## src/rtl/game_pkg.sv

```systemverilog
// Shared types and defaults for the game event generator.
// Holds the FSM state enum, move-count width and default parameters.
package game_pkg;

  localparam int CNT_W         = 4;
  localparam int MAX_MOVES_DEF = 9;
  localparam int TIMEOUT_DEF   = 50_000_000;

  typedef enum logic [2:0] {
    S_IDLE,
    S_TURN_P1,
    S_TURN_P2,
    S_END,
    S_CONFIRMED
  } state_t;

endpackage

```

## src/rtl/btn_sync_edge.sv

```systemverilog
// 2-flop synchronizer plus rising-edge detector for one raw button.
// Ports: clk, rst (async active-low), btn (raw), press (1-cycle event).
module btn_sync_edge (
  input  logic clk,
  input  logic rst,
  input  logic btn,
  output logic press
);

  logic       s1;
  logic       s2;
  logic       prev;
  logic       armed;
  logic [1:0] vld;

  // A button held through reset must be seen low once (after the
  // synchronizer has filled) before any rising edge is accepted.
  always_ff @(posedge clk or negedge rst) begin
    if (!rst) begin
      s1    <= 1'b0;
      s2    <= 1'b0;
      prev  <= 1'b0;
      armed <= 1'b0;
      vld   <= 2'b00;
    end else begin
      s1    <= btn;
      s2    <= s1;
      prev  <= s2;
      vld   <= {vld[0], 1'b1};
      armed <= armed | (vld[1] & ~s2);
    end
  end

  assign press = armed & s2 & ~prev;

endmodule

```

## src/rtl/game_event_gen.sv

```systemverilog
// Two-player turn/move tracker with turn timeout and end-of-game confirm.
// Ports: clk, rst (async active-low), start, p1_btn, p2_btn in;
//        finalizar, dos_p, turno, move_cnt, timeout_flag out (registered).
module game_event_gen
  import game_pkg::*;
#(
  parameter int MAX_MOVES   = MAX_MOVES_DEF,
  parameter int TIMEOUT_CYC = TIMEOUT_DEF
) (
  input  logic             clk,
  input  logic             rst,
  input  logic             start,
  input  logic             p1_btn,
  input  logic             p2_btn,
  output logic             finalizar,
  output logic             dos_p,
  output logic             turno,
  output logic [CNT_W-1:0] move_cnt,
  output logic             timeout_flag
);

  localparam int TW = $clog2(TIMEOUT_CYC);
  localparam logic [TW-1:0]    T_LAST = TW'(TIMEOUT_CYC - 1);
  localparam logic [CNT_W-1:0] M_LAST = CNT_W'(MAX_MOVES);

  state_t           state;
  logic [TW-1:0]    timer;
  logic             c1;
  logic             c2;
  logic             p1_press;
  logic             p2_press;
  logic             mv;
  logic [CNT_W-1:0] nxt_cnt;

  btn_sync_edge u_p1 (
    .clk   (clk),
    .rst   (rst),
    .btn   (p1_btn),
    .press (p1_press)
  );

  btn_sync_edge u_p2 (
    .clk   (clk),
    .rst   (rst),
    .btn   (p2_btn),
    .press (p2_press)
  );

  // Only the player on turn can make a move.
  assign mv = ((state == S_TURN_P1) & p1_press) |
              ((state == S_TURN_P2) & p2_press);
  assign nxt_cnt = move_cnt + CNT_W'(1);

  always_ff @(posedge clk or negedge rst) begin
    if (!rst) begin
      state        <= S_IDLE;
      timer        <= '0;
      c1           <= 1'b0;
      c2           <= 1'b0;
      finalizar    <= 1'b0;
      dos_p        <= 1'b0;
      turno        <= 1'b0;
      move_cnt     <= '0;
      timeout_flag <= 1'b0;
    end else begin
      dos_p <= 1'b0;
      unique case (state)
        S_IDLE, S_CONFIRMED: begin
          if (start) begin
            state        <= S_TURN_P1;
            timer        <= '0;
            c1           <= 1'b0;
            c2           <= 1'b0;
            finalizar    <= 1'b0;
            turno        <= 1'b0;
            move_cnt     <= '0;
            timeout_flag <= 1'b0;
          end
        end
        S_TURN_P1, S_TURN_P2: begin
          // A valid press wins over an expiring timer.
          if (mv) begin
            move_cnt <= nxt_cnt;
            timer    <= '0;
            if (nxt_cnt == M_LAST) begin
              state     <= S_END;
              finalizar <= 1'b1;
              turno     <= 1'b0;
            end else if (state == S_TURN_P1) begin
              state <= S_TURN_P2;
              turno <= 1'b1;
            end else begin
              state <= S_TURN_P1;
              turno <= 1'b0;
            end
          end else if (timer == T_LAST) begin
            state        <= S_END;
            finalizar    <= 1'b1;
            turno        <= 1'b0;
            timeout_flag <= 1'b1;
          end else begin
            timer <= timer + TW'(1);
          end
        end
        S_END: begin
          c1 <= c1 | p1_press;
          c2 <= c2 | p2_press;
          if ((c1 | p1_press) & (c2 | p2_press)) begin
            state <= S_CONFIRMED;
            dos_p <= 1'b1;
          end
        end
        default: state <= S_IDLE;
      endcase
    end
  end

endmodule
```

## config.mk

```make
export PLATFORM = sky130hd
export DESIGN_NAME = game_event_gen
export DESIGN_NICKNAME = d
export VERILOG_FILES = /design/src/rtl/game_pkg.sv /design/src/rtl/btn_sync_edge.sv /design/src/rtl/game_event_gen.sv
export SDC_FILE = /design/constraint.sdc
export NUM_CORES = 1
export LEC_CHECK = 0
export CORE_MARGIN = 3
export CORE_UTILIZATION = 60
export CTS_BUF_LIST = sky130_fd_sc_hd__clkbuf_4
export CTS_CLUSTER_DIAMETER = 50
export CTS_CLUSTER_SIZE = 40
export DETAILED_ROUTE_END_ITERATION = 10
export PLACE_DENSITY = 0.78
export SLEW_MARGIN = 20
export SYNTH_ARGS = -nofsm -noshare
export SYNTH_HDL_FRONTEND = slang
export SYNTH_HIERARCHICAL = 1
export SYNTH_SLANG_ARGS = --single-unit
export TNS_END_PERCENT = 30
```

## constraint.sdc

```tcl
create_clock -name clk -period 6.7 [get_ports clk]
set_input_delay 1.34 -clock clk [delete_from_list [all_inputs] [get_ports clk]]
set_output_delay 1.34 -clock clk [all_outputs]
set_load 0.05 [all_outputs]
```

Word-level counts from Yosys, hierarchy flattened

Cells that the tools add are included.

Flip-flop bits (word level): 51

Muxes and demuxes: 30
Add/subtract/negate cells: 2
Bitwise operators: 18
Reductions and logical operators: 12
Equality and inequality tests: 14

Operator list:

| kind                                                                   | count |
|---|---|
| 26-bit two-way mux                                                     | 3 |
| 26-bit one-hot mux with 2 select lines                                 | 1 |
| 26-bit by 1-bit adder with 26-bit output (second input constant)       | 1 |
| 26-bit equality test (second input constant)                           | 1 |
| 3-bit two-way mux                                                      | 4 |
| 3-bit AND reduction                                                    | 4 |
| 1-bit two-way mux                                                      | 11 |
| 2-bit != test (second input constant)                                  | 5 |
| 1-bit one-hot mux with 2 select lines                                  | 5 |
| 1-bit AND                                                              | 9 |
| 3-bit != test (second input constant)                                  | 3 |
| 3-bit one-hot mux with 3 select lines                                  | 1 |
| 4-bit two-way mux                                                      | 2 |
| 4-bit one-hot mux with 2 select lines                                  | 1 |
| 4-bit AND reduction                                                    | 2 |
| 3-bit by 2-bit equality test with 1-bit output (second input constant) | 2 |
| 1-bit OR                                                               | 5 |
| 4-bit by 1-bit adder with 4-bit output (second input constant)         | 1 |
| 4-bit equality test (second input constant)                            | 1 |
| 2-bit two-way mux                                                      | 2 |
| 1-bit inverter                                                         | 4 |
| 2-bit nonzero test                                                     | 2 |
| 2-bit OR reduction                                                     | 2 |
| 3-bit by 1-bit equality test with 1-bit output (second input constant) | 1 |
| other kinds (3)                                                        | 3 |

Depth between registers and ports, before layout

Gate-level depths: netlist of run 1.

Depth after elaboration: 6
Depth in mapped cells: 9
Gate-level depth less buffers: 7

Cells and area by module

Netlist of run 1, hierarchy kept.

Modules (own cells, without submodules):

| module         | area each (um^2) | cells an instance | instances | seq. area each (um^2) |
|---|---|---|---|---|
| game_event_gen | 2270.9           | 253               | 1         | 975.9 |
| btn_sync_edge  | 172.7            | 11                | 2         | 150.1 |

Worst setup path after synthesis of run 1

OpenSTA, ideal clock, no wires.

Path type: in2reg
From: input start
To: register timer[9]
Arrival: 2.503 ns
Stages on the path: 6
Library setup time: 0.066 ns
Data required time: 6.634 ns
Path slack: 4.131 ns
Cells stage by stage: nand2b_1 > a21oi_1 > or2_2 > buf_4 > or4_1 > nand2_1

Cells in the longest elaborated chain, start to end: 2

Ends and longest elaborated chain:

| item                                 | RTL line              | source |
|---|---|---|
| from (decl)                          | game_event_gen.sv:12  | `input logic start,` |
| 2-bit != test (no source line)       | n/a                   |  |
| 3-bit AND reduction (no source line) | n/a                   |  |
| to (signal assigned)                 | game_event_gen.sv:102 | `timer <= timer + TW'(1);` |
| to (decl)                            | game_event_gen.sv:27  | `logic [TW-1:0] timer;` |

Every way passes these cells.
A chain may end at the register's enable or synchronous reset.

Final worst setup path of run 1

From: register move_cnt[2]
To: output move_cnt[2]

RTL lines:

| item                   | RTL line             | source |
|---|---|---|
| from (decl)            | game_event_gen.sv:18 | `output logic [CNT_W-1:0] move_cnt,` |
| from (signal assigned) | game_event_gen.sv:83 | `move_cnt <= nxt_cnt;` |

No word-level cell between the ends.

==> results, run 1 <==
- The run finished with clean final reports.
- Clock skew on the completed layout was measured at 22.1 ps.
- The post-synthesis average cell area is 9.51 um2.
- The root buffer selected by CTS is sky130_fd_sc_hd__clkbuf_4.
- The top cell type's share of synthesized area is 0.488.
- Synthesis produced a netlist with a net count of around 280.
- After clock tree synthesis, the setup repair step added 0 buffers.
- The clock-pin slew of the registers on the worst-case setup and hold paths is approximately 140 ps.
- In this run the number of cells on the critical path is 1.
- The setup TNS after final layout is 0 ps.
- For this run, design rule violations remaining after detail routing come to 0.
- After technology mapping, the gate count stands at 275.
- The number of hold violations in the final report was 0.
- The worst hold endpoint is u_p1/vld[1].
- TritonCTS created 5 clock buffers.
- The vias after detailed routing is 2,134.
- For this run, the share of the core covered by cells in the final layout is 0.680.
- The synthesized flop and latch total is 51.
- The leakage power is approximately 1.2 nW.
- The number of max-slew violations in the final report is 0.
- In the post-synthesis netlist, the biggest area contributors are sky130_fd_sc_hd__dfrtp_1 49%, sky130_fd_sc_hd__a21oi_1 3.6%, sky130_fd_sc_hd__nand2_1 3.3%, sky130_fd_sc_hd__o21ai_0 3.3%, sky130_fd_sc_hd__nand3_1 2.9%.
- The power density over the cells is 360 mW/mm2.
- The worst register-to-register path has a setup slack of 4180 ps.
- The congestion estimate from routability-driven global placement came to approximately 0.9.
- Setup violations remaining at the end of the flow were counted as 0.
- The area of all placed cells without fillers is around 0.0028 mm2.
- The chip width is around 72 um.
- In this run the critical register-to-register path is launched from u_p2/s2.
- The share of the clock period used by the worst path after layout is 0.457.
- The peak ir drop on the vdd network is 279 uV.
- The effective utilization at floorplan is 0.636.
- The number of enable flip-flop cells after synthesis is 0.
- After detailed routing, the average wire length per cell comes to between 15 and 20 um.
- The die covers 0.00519 mm2.
- By startpoint and endpoint, the worst setup path is classified as reg2out.
- Entering global routing, the biggest net connects 52 pins.
- After detailed placement, the total cell area comes to 0.00274 mm2.
- CTS built an H-tree with a depth of 2.
- Grouping stages by cell kind, the critical path spends the most delay in buffers and inverters.
- The final critical path time including I/O delays and setup is approximately 3000 ps.
- In this run the tightest slew margin relative to its limit is 0.406.
- The CTS tree is built.
- For this design, the sink count on the clock tree is around 50.
- The number of nets in the layout is about 290.
- Among all stages on the critical path, the largest delay is contributed by sky130_fd_sc_hd__clkdlybuf4s50_1.
- The most instantiated library cell after synthesis is sky130_fd_sc_hd__dfrtp_1.
- The count of nets left with antenna violations once routing finished came out at 0.
- In the global route stage, overall resource usage came out at 0.230.
- For this run, asynchronously set or reset flops after synthesis account for 1.00.
- The critical path goes through clkdlybuf4s50_1.
- The transition at the pin with the smallest max-transition slack is 888 ps.
- Input and output buffers added on the ports amount to 12.
- The worst setup path is captured at an output port.
- The DRC marker count from the first detailed-route iteration is approximately 150.
- The floorplan has 23 rows.
- The mapped netlist covers 0.00262 mm2.
- Max-cap violations in this run came to 0.
- The first global-routing pass estimated about 9500 um of wire.
- The worst hold path passes through 0 cells.
- In this run the deepest clock path goes through 2 buffers.
- The sequential-to-total area share from yosys stat is 0.488.
- The worst min-delay path class is reg2reg.
- The leading area contributor after synthesis is sky130_fd_sc_hd__dfrtp_1.
- The via count of the first global-routing pass is approximately 2,000.
- The via count normalized by instance count is around 6.4.
- The number of diodes added for antenna fixing is 0.
- Relative to the synthesized area, the layout overhead comes to 6.93%.
- The first-pass iteration count of the detailed router is 4.
- The total of hold buffers inserted after clock tree synthesis is 0.
- The number of antenna violations at the first check in global routing was 0.
- On the worst path, the slowest cell contributes a delay of ~860 ps.
- The worst path buffer plus inverter count is 1.
- Setup repair after global routing left no endpoint under its margin.
- The wire length reported by the detailed router is 5370 um.
- In this run the most critical hold path is launched from u_p1/vld[0].
- The achievable clock frequency is roughly 330 MHz.
- The synthesized netlist contains 55 unique library cells.
- The capturing point of the worst reg2reg path is timer[22].
- The core footprint is 0.00412 mm2.
- For the worst-skew pair, the clock arrives at the later sink with an insertion delay of approximately 370 ps.
- Along the worst path, the maximum fanout reaches 8.
- The die is 72.0 um tall.
- Once detailed placement completed, the half-perimeter wirelength came to 3570 um.
- The predominant post-synthesis flop cell is sky130_fd_sc_hd__dfrtp_1.
- Yosys printed 6 warnings.
- The startpoint class of the critical path is a register.
- The ratio of cells with drive above 1 in the final layout is 0.0810.
- Summed over all layers, the global routing overflow is 0.
- For the worst setup path, the data required time is 5360 ps.
- The number of gates resized after CTS was 0.
- During I/O placement, the number of pins put on the boundary was 13.
- The data arrival at the endpoint of the critical path is 1720 ps.
- By count the netlist is led by 51 x sky130_fd_sc_hd__dfrtp_1, 23 x sky130_fd_sc_hd__nand2_1, 19 x sky130_fd_sc_hd__a21oi_1.
- The logic depth of the worst register-to-register path is 7.
metal layers:
metal | part of all wire | up-vias | global-route usage
met5 | 0 | - | 0
met4 | 0.011 | 0 | 0.0752
met3 | 0.060 | 6 | 0.0637
met2 | 0.45 | 59 | 0.350
met1 | 0.48 | 1033 | 0.319
li1 | - | 1036 | -
power breakdown:
group / switching (mW) / internal [mW] / leakage [nW]
registers: 0.0829 / 0.365 / 0.655
logic: 0.275 / 0.144 / 0.470
clock network: 0.0938 / 0.0449 / 0.0333
total: 0.452 / 0.554 / 1.16
sequential cells by signal, indices dropped and copies added, names as in the netlist, 2 cells and up:
signal / count
timer: 26
move_cnt: 4
state: 3
u_p1/vld: 2
u_p2/vld: 2
through the flow:
stage / hold slack (ps) / power (mW) / worst slack [ps] / std cells
floorplan: 331 / 0.743 / 4130 / 275
global placement: 332 / 0.856 / 3480 / 326
detailed placement: 338 / 0.865 / 3380 / 326
CTS: 369 / 1.00 / 3620 / 334
global route: 373 / 1.08 / 3550 / 334
finish: 366 / 1.01 / 3640 / 334
logic make-up after synthesis:
family | Yosys count | share of synthesized area
other | 2 | 0.00287
adders and majority gates | 3 | 0.0143
DFF | 51 | 0.488
muxes | 1 | 0.00383
xor gates and xnor gates | 6 | 0.0201
and+or+nand+nor | 113 | 0.246
AOI/OAI and AO/OA | 76 | 0.185
buffers and inverters | 23 | 0.0402
worst max path at each step:
stage	slack, ps	from	to
after CTS	3620	move_cnt[2]	move_cnt[2]
after floorplan	4130	start	timer[9]
after detailed placement	3380	start	timer[22]
final	3640	move_cnt[2]	move_cnt[2]
after global routing	3550	move_cnt[2]	move_cnt[2]
after global placement	3480	start	timer[22]
cells in the final DEF, fill, tap and decap left out, drive strengths merged, types with 3 or more instances in the layout:
cell           synthesis  final
a21oi                 20     20
a31oi                  9      9
and2                   3      3
and3                   3      3
and4                   6      6
clkbuf                 6      6
clkdlybuf4s50          0     11
dfrtp                 51     51
ha                     3      3
inv                   11     11
nand2                 23     23
nand3                 15     15
nand3b                 3      3
nand4                 12     12
nor2                  16     16
nor3                   5      5
nor4                   4      4
o211ai                 5      5
o21ai                 17     17
o31ai                  6      6
or3                    5      5
or4                    9      9
xor2                   5      5
final cells by class:
cell class | instances | area, um2
tap | 50 | 62.6
timing repair buffer | 13 | 125
clock inverter | 2 | 12.5
fill | 349 | 1320
inverter | 11 | 41.3
multi-input combinational | 201 | 1230
clock buffer | 6 | 45.0
sequential | 51 | 1280
(Power assumes the default switching activity.)
==> run 2, diff against run 1 <==
==> constraint.sdc (replaced) <==
create_clock -name clk -period 3 [get_ports clk]
set_input_delay 0.6 -clock clk [delete_from_list [all_inputs] [get_ports clk]]
set_output_delay 0.6 -clock clk [all_outputs]
set_load 0.05 [all_outputs]
==> run 2 against run 1 <==
Against the previous run: die area unchanged; via count up 4.7%; sequential cell count unchanged; clock power up 110%; count of clock-buffer cells in the layout unchanged; sequential power up 120%; critical endpoint is now timer[7]; largest power group is now combinational cells.
==> results, run 2 (synthesis results as in run 1) <==
- The flow ran to the end, and the final reports show no timing, DRC or antenna violations.
- The layout has 348 filler cells.
- The power density over the cells is 806 mW/mm2.
- The first-pass iteration count of the detailed router is 4.
- The setup TNS after final layout is 0 ps.
- The ratio of cells with drive above 1 in the final layout is 0.0972.
- TritonCTS built the clock tree.
- The detail route stage leaves a number of antenna-violating nets equal to 0.
- The layout overhead on the synthesized area is 8.08%.
- In this run the worst hold path is classified as in2async.
- The area of all sequential standard cells is about 0.0013 mm2.
- For this block, the initial DRC count from the detailed router was 270.
- The residual overflow from global routing is 0.
- The proportion of power drawn by flip-flops and latches is 0.435.
- The number of antenna diodes in the final layout is 0.
- More flip-flops sit in one register than any other, and that register is timer.
- Data on the critical path is required at its endpoint by 3290 ps.
- The number of flip-flops under the largest register name is 26.
- The worst setup path is launched from a register.
- STA classifies the critical path endpoint as a register.
- Between clock sinks in the finished design, the worst skew comes to 9.57 ps.
- The achievable clock frequency is 399 MHz.
- The library cells used most frequently in the layout, excluding fill and tap cells, are 51 x sky130_fd_sc_hd__dfrtp_1, 23 x sky130_fd_sc_hd__nand2_1, 19 x sky130_fd_sc_hd__a21oi_1.
- For this design the static power due to leakage is approximately 1.2 nW.
- The number of maximum-capacitance violations is 0.
- The design internal power is 1.27 mW.
- In this run the register-to-register setup slack is 500 ps.
- The area used by multi-input combinational logic is 0.00123 mm2.
- Summed over all nets, the half-perimeter wirelength after detailed placement is 4070 um.
- The clock tree buffer depth is 2.
- The routed design could run at a clock period as short as about 2500 ps.
- The congestion estimate from routability-driven global placement came to around 0.92.
- In this run the worst path has a maximum fanout of 12.
- The number of buffers added by the clock tree synthesis step is 5.
- The largest net degree at the start of global routing is 52.
- In this run the power spent charging and discharging nets is 1.01 mW.
- The total of hold buffers inserted after clock tree synthesis is 0.
- The chip width is 72.0 um.
- The worst register-to-register path ends at timer[7].
- IR analysis of the VDD net gives a maximum drop of a little under 600 uV.
- The number of placement rows is 23.
- The number of hold violations in the final report came to 0.
- The fraction of power spent switching nets is 0.444.
- Leaving out fill and tap cells, the most frequent cell in the layout is sky130_fd_sc_hd__dfrtp_1.
- The first global-routing pass estimated 10,300 um of wire.
- The number of buffers added for setup after CTS is 0.
- After clock tree synthesis, the clock-pin slew on the worst setup and hold paths is 130 ps.
- In this run the number of H-tree levels came out at 2.
- The number of antenna violations at the first check in global routing is 0.
- The height of the die is 72.0 um.
- The post-route DRC violation count is 0.
- The share of the clock period used by the worst path after layout is 0.835.
- The count of clock tree sinks is between 50 and 60.
- The overall global routing resource usage is 0.252.
- The number of max-slew violations in the final report came to 0.
- After detailed placement, the total cell area comes to 0.00278 mm2.
- At the worst endpoint, the arrival time is around 2800 ps.
- In the final layout, the registers with the most flip-flops are timer (26), move_cnt (4), state (3).
- The origin of the critical flop-to-flop path is timer[0].
- The share of total power dissipated in combinational logic is 0.437.
- The worst setup path is of the reg2reg kind.
- The logic depth of the worst register-to-register path is 7.
- The worst pin sits at a relative slew slack of 0.467.
- The vias after detailed routing is 2,234.
- The I/O pin count is 13.
- The worst-skew pair later-pin latency is ~360 ps.
- The average wire per cell in the routed design is around 17 um.
- The via count of the first global-routing pass is ~2,100.
- For the pin with the worst max-slew slack, the measured transition is between 700 and 800 ps.
- The via count normalized by instance count is ~6.6.
- The area of all placed cells without fillers is between 0.002 and 0.003 mm2.
- The core region is 0.00412 mm2.
- In this run, post-CTS repair resized a total of 0 instances.
- The root buffer selected by CTS is sky130_fd_sc_hd__clkbuf_4.
- During placement, the flow inserted port buffers numbering 12.
- For this configuration, the core starts out at a cell density of 0.636.
- The wire length reported by the detailed router is 5750 um.
- The die area is 0.00519 mm2.
- The share of total power dissipated in the clock network is 0.128.
- The number of setup violations in the final report is 0.
- The number of nets in the layout is approximately 300.
- Setup repair after global routing left no endpoint under its margin.
run 2: metrics by stage:
step / util / instances / total power [mW] / hold slack (ps) / setup slack [ps]
floorplan: - / 275 / 1.66 / 304 / 842
global placement: 0.676 / 332 / 1.95 / 333 / 597
detailed placement: 0.676 / 332 / 1.98 / 336 / 537
CTS: 0.687 / 338 / 2.28 / 354 / 516
global route: 0.687 / 338 / 2.44 / 365 / 270
finish: 0.687 / 338 / 2.28 / 340 / 496
run 2: metal layers:
layer	vias to the layer above	wire (um)	global-route usage
met5	-	0	0
met4	0	66	0.0814
met3	9	386	0.0512
met2	89	2610	0.362
met1	1072	2690	0.383
li1	1064	-	-
run 2: area by class of cell:
class,count,area share
repair buffers,19,0.0593
inverters,11,0.0146
multi-input cells,201,0.437
well taps,50,0.0221
flip-flops and latches,51,0.451
clock buffers,6,0.0159
run 2: power by group through the flow:
stage	Combinational (mW)	Clock [mW]	Sequential, mW
after detailed placement	0.989	0	0.995
after global routing	1.09	0.328	1.02
after floorplan	0.567	0	1.09
after global placement	0.962	0	0.992
final	0.996	0.293	0.990
after CTS	0.992	0.303	0.985
run 2: how the worst max path moves through the flow:
stage	end	cells after the start	slack (ps)	from
after global placement	timer[5]	6	600	start
after global routing	state[0]	7	270	u_p1/s2
after detailed placement	timer[9]	6	540	start
final	timer[7]	7	500	timer[0]
after CTS	timer[7]	7	520	timer[0]
after floorplan	timer[23]	6	840	timer[3]
run 2: worst max-delay path, cell delays in order, from the launching register on:
cell and delay, ps:
sky130_fd_sc_hd__dfrtp_1 440, sky130_fd_sc_hd__ha_1 260, sky130_fd_sc_hd__and2_1 240, sky130_fd_sc_hd__nand4_1 190
sky130_fd_sc_hd__o21ai_1 280, sky130_fd_sc_hd__buf_4 270, sky130_fd_sc_hd__or4_2 600, sky130_fd_sc_hd__a21oi_1 160
==> run 3, diff against run 2 <==
==> constraint.sdc (replaced) <==
create_clock -name clk -period 2.46 [get_ports clk]
set_input_delay 0.492 -clock clk [delete_from_list [all_inputs] [get_ports clk]]
set_output_delay 0.492 -clock clk [all_outputs]
set_load 0.05 [all_outputs]
==> run 3 against run 2 <==
Against the previous run: global-route usage is 0.65 points lower; utilization grew 2.8 points; power rose by 29%; critical path depth shrank 2; sequential power rose by 23%; non-clock buffer count is 9 higher.
==> results, run 3 (synthesis results as in run 1) <==
- The share of the clock period used by the worst path after layout is 0.935.
- The run finished with clean final reports.
- The peak ir drop on the vdd network is 702 uV.
- After global routing the overflow that remains totals 0.
- Setup violations remaining at the end of the flow were counted as 0.
- The most common library cell in the layout ignoring fill and taps is sky130_fd_sc_hd__dfrtp_1.
- In the final layout, the registers with the most flip-flops are timer (26), move_cnt (4), state (3).
- The most flop-heavy register is timer.
- The routed length on met2 is 2570 um.
- Derived from the worst setup path, the maximum achievable clock frequency is roughly 430 MHz.
- The top fanout value on the critical path is 10.
- At the later pin of the worst-skew pair, clock insertion delay measures 370 ps.
- The element type at the critical path end is a register.
- The signal on the critical path passes through nand4_2, or3_4, or3_4, or4_1, a21oi_1.
- The initial utilization of the core area, before any placement, comes to 0.636.
- The die area is 0.00519 mm2.
- The die is roughly 72 um wide.
- The clock-pin slew of the registers on the worst-case setup and hold paths is ~140 ps.
- After detailed routing, the number of remaining DRC violations is 0.
- The core region is 0.00412 mm2.
- The wire length reported by the detailed router is 5690 um.
- The height of the die is between 70 and 80 um.
- The top cell types in the final layout, fill and taps aside, are 51 x sky130_fd_sc_hd__dfrtp_1, 23 x sky130_fd_sc_hd__nand2_1, 19 x sky130_fd_sc_hd__a21oi_1.
- The detail route stage leaves a number of antenna-violating nets equal to 0.
- The setup skew after layout is 11.9 ps.
- The ratio of cells with drive above 1 in the final layout is 0.130.
- The number of antenna violations at the first check in global routing is 0.
- The worst hold slack is roughly 110 ps.
- The via count of the first global-routing pass is between 2,000 and 2,500.
- The estimated wirelength of the detail-placed design is 4050 um.
- The DRC marker count from the first detailed-route iteration is 251.
- The setup path with the least slack is of type reg2reg.
- The number of levels in the clock H-tree is 2.
- Data arrives at the worst endpoint at 2590 ps.
- The highest layer touched by signal routing is met4.
- The number of maximum-capacitance violations is 0.
- Once the clock tree was built, the setup fixing pass inserted 0 buffers.
- The met3 layer wire length in the routed design is between 300 and 400 um.
- TritonCTS built the clock tree.
- The total routed wire length on the met1 layer is about 2600 um.
- The root buffer selected by CTS is sky130_fd_sc_hd__clkbuf_4.
- The filler-free cell count of the finished design is 349.
- The transition at the pin with the smallest max-transition slack is 937 ps.
- At the end of routability-driven placement, the weighted congestion stood at ~0.9.
- The vias after detailed routing is 2,256.
- The number of diodes added for antenna fixing is 0.
- Entering global routing, the biggest net connects 27 pins.
- Among the stages of the critical path, the cell type that occurs most often is sky130_fd_sc_hd__or3_4.
- At the end of the flow the core is filled with cells to 0.715.
- The wire length of the first global-routing pass is 10,100 um.
- The first TritonRoute pass finished after 5 iterations.
- The final critical path time including I/O delays and setup is 2300 ps.
- The I/O pin count is 13.
- After the last flow step, the layout net total stands at 306.
- For the worst setup path, the data required time is about 2800 ps.
- The power density over the cells is 1000 mW/mm2.
- The cell class contributing the biggest share of worst-path delay is simple AND/OR/NAND/NOR gates.
- Headroom to the max-slew limit came out at 0.373.
- The number of max-slew violations in the final report is 0.
- Counting both buffers and inverters, the worst setup path holds a total of 0.
- The min-delay analysis places its worst path in the category in2async.
- Overall power consumption after layout is estimated at 2.95 mW.
- The number of hold violations in the final report is 0.
- The count of input and output buffers is 12.
- The library cell contributing the largest single delay on the critical path is sky130_fd_sc_hd__or4_1.
- The overall global routing resource usage is 0.245.
- Compared with the post-synthesis result, the final layout area differs by 12.5%.
- The worst setup path is launched from a register.
- The number of flip-flops under the largest register name is 26.
- Setup repair after global routing left no endpoint under its margin.
- The leakage power is 1.25 nW.
- The number of buffers added by the clock tree synthesis step is 5.
- The number of instances in the placed design is 341.
- The floorplan has 23 rows.
- The count of clock tree sinks is 51.
- The via count normalized by instance count is 6.46.
- Dividing the detail-routed wire length by the instance count gives 16.3 um.
- The setup TNS after final layout is 0 ps.
- The clock passes through at most 2 buffers.
- On the worst path, the slowest cell contributes a delay of approximately 530 ps.
-- run 3: cell count changes in the layout (fill, tap and decap cells not counted) --
cell	before	now
sky130_fd_sc_hd__or3_4	1	2
sky130_fd_sc_hd__clkbuf_4	6	5
sky130_fd_sc_hd__buf_12	0	1
sky130_fd_sc_hd__clkinv_1	0	1
sky130_fd_sc_hd__buf_4	7	15
sky130_fd_sc_hd__bufinv_16	0	1
sky130_fd_sc_hd__clkinv_2	0	1
sky130_fd_sc_hd__or3_1	2	1
-- run 3: cell type report --
type / count / area [um2]
tap: 50 / 62.6
clock inverter: 3 / 38.8
sequential: 51 / 1280
multi-input combinational: 201 / 1240
fill: 323 / 1170
timing repair buffer: 28 / 248
clock buffer: 5 / 37.5
inverter: 11 / 41.3
-- run 3: path summary, 6_finish.rpt --
path / startpoint / end / slack [ps] / cells after the start
worst max register to register: timer[3] / timer[25] / 160 / 5
worst max-delay path: timer[3] / timer[25] / 160 / 5
max in group asynchronous: rst / timer[11] / 1800 / 2
min in group clk: u_p1/vld[0] / u_p1/vld[1] / 370 / 0
worst min-delay path: rst / timer[16] / 110 / 1
worst min register to register: u_p1/vld[0] / u_p1/vld[1] / 370 / 0
-- run 3: per-layer routing --
metal | vias to the layer above | GRT usage
met5 | - | 0
met2 | 88 | 0.363
li1 | 1066 | -
met4 | 0 | 0.0835
met3 | 11 | 0.0485
met1 | 1091 | 0.363
-- run 3: metrics by stage --
| stage | setup slack, ps | area [um2] |
|---|---|---|
| 4_1_cts | 54.9 | 2940 |
| 2_1_floorplan | 302 | 2620 |
| 5_1_grt | 28.0 | 2940 |
| 6_report | 160 | 2940 |
| 3_5_place_dp | 71.5 | 2860 |
| 3_3_place_gp | 155 | 2860 |
-- run 3: power by group --
group	switching [mW]	total, mW	internal, mW
Combinational	0.768	1.27	0.500
Sequential	0.225	1.22	0.994
Clock	0.249	0.458	0.209
Total	1.24	2.95	1.70
-- run 3: what timing repair did --
item	CTS	global route
hold buffers	0	0
endpoints found under the hold margin	0	0
resized for setup	0	1
setup endpoints to repair	0	4
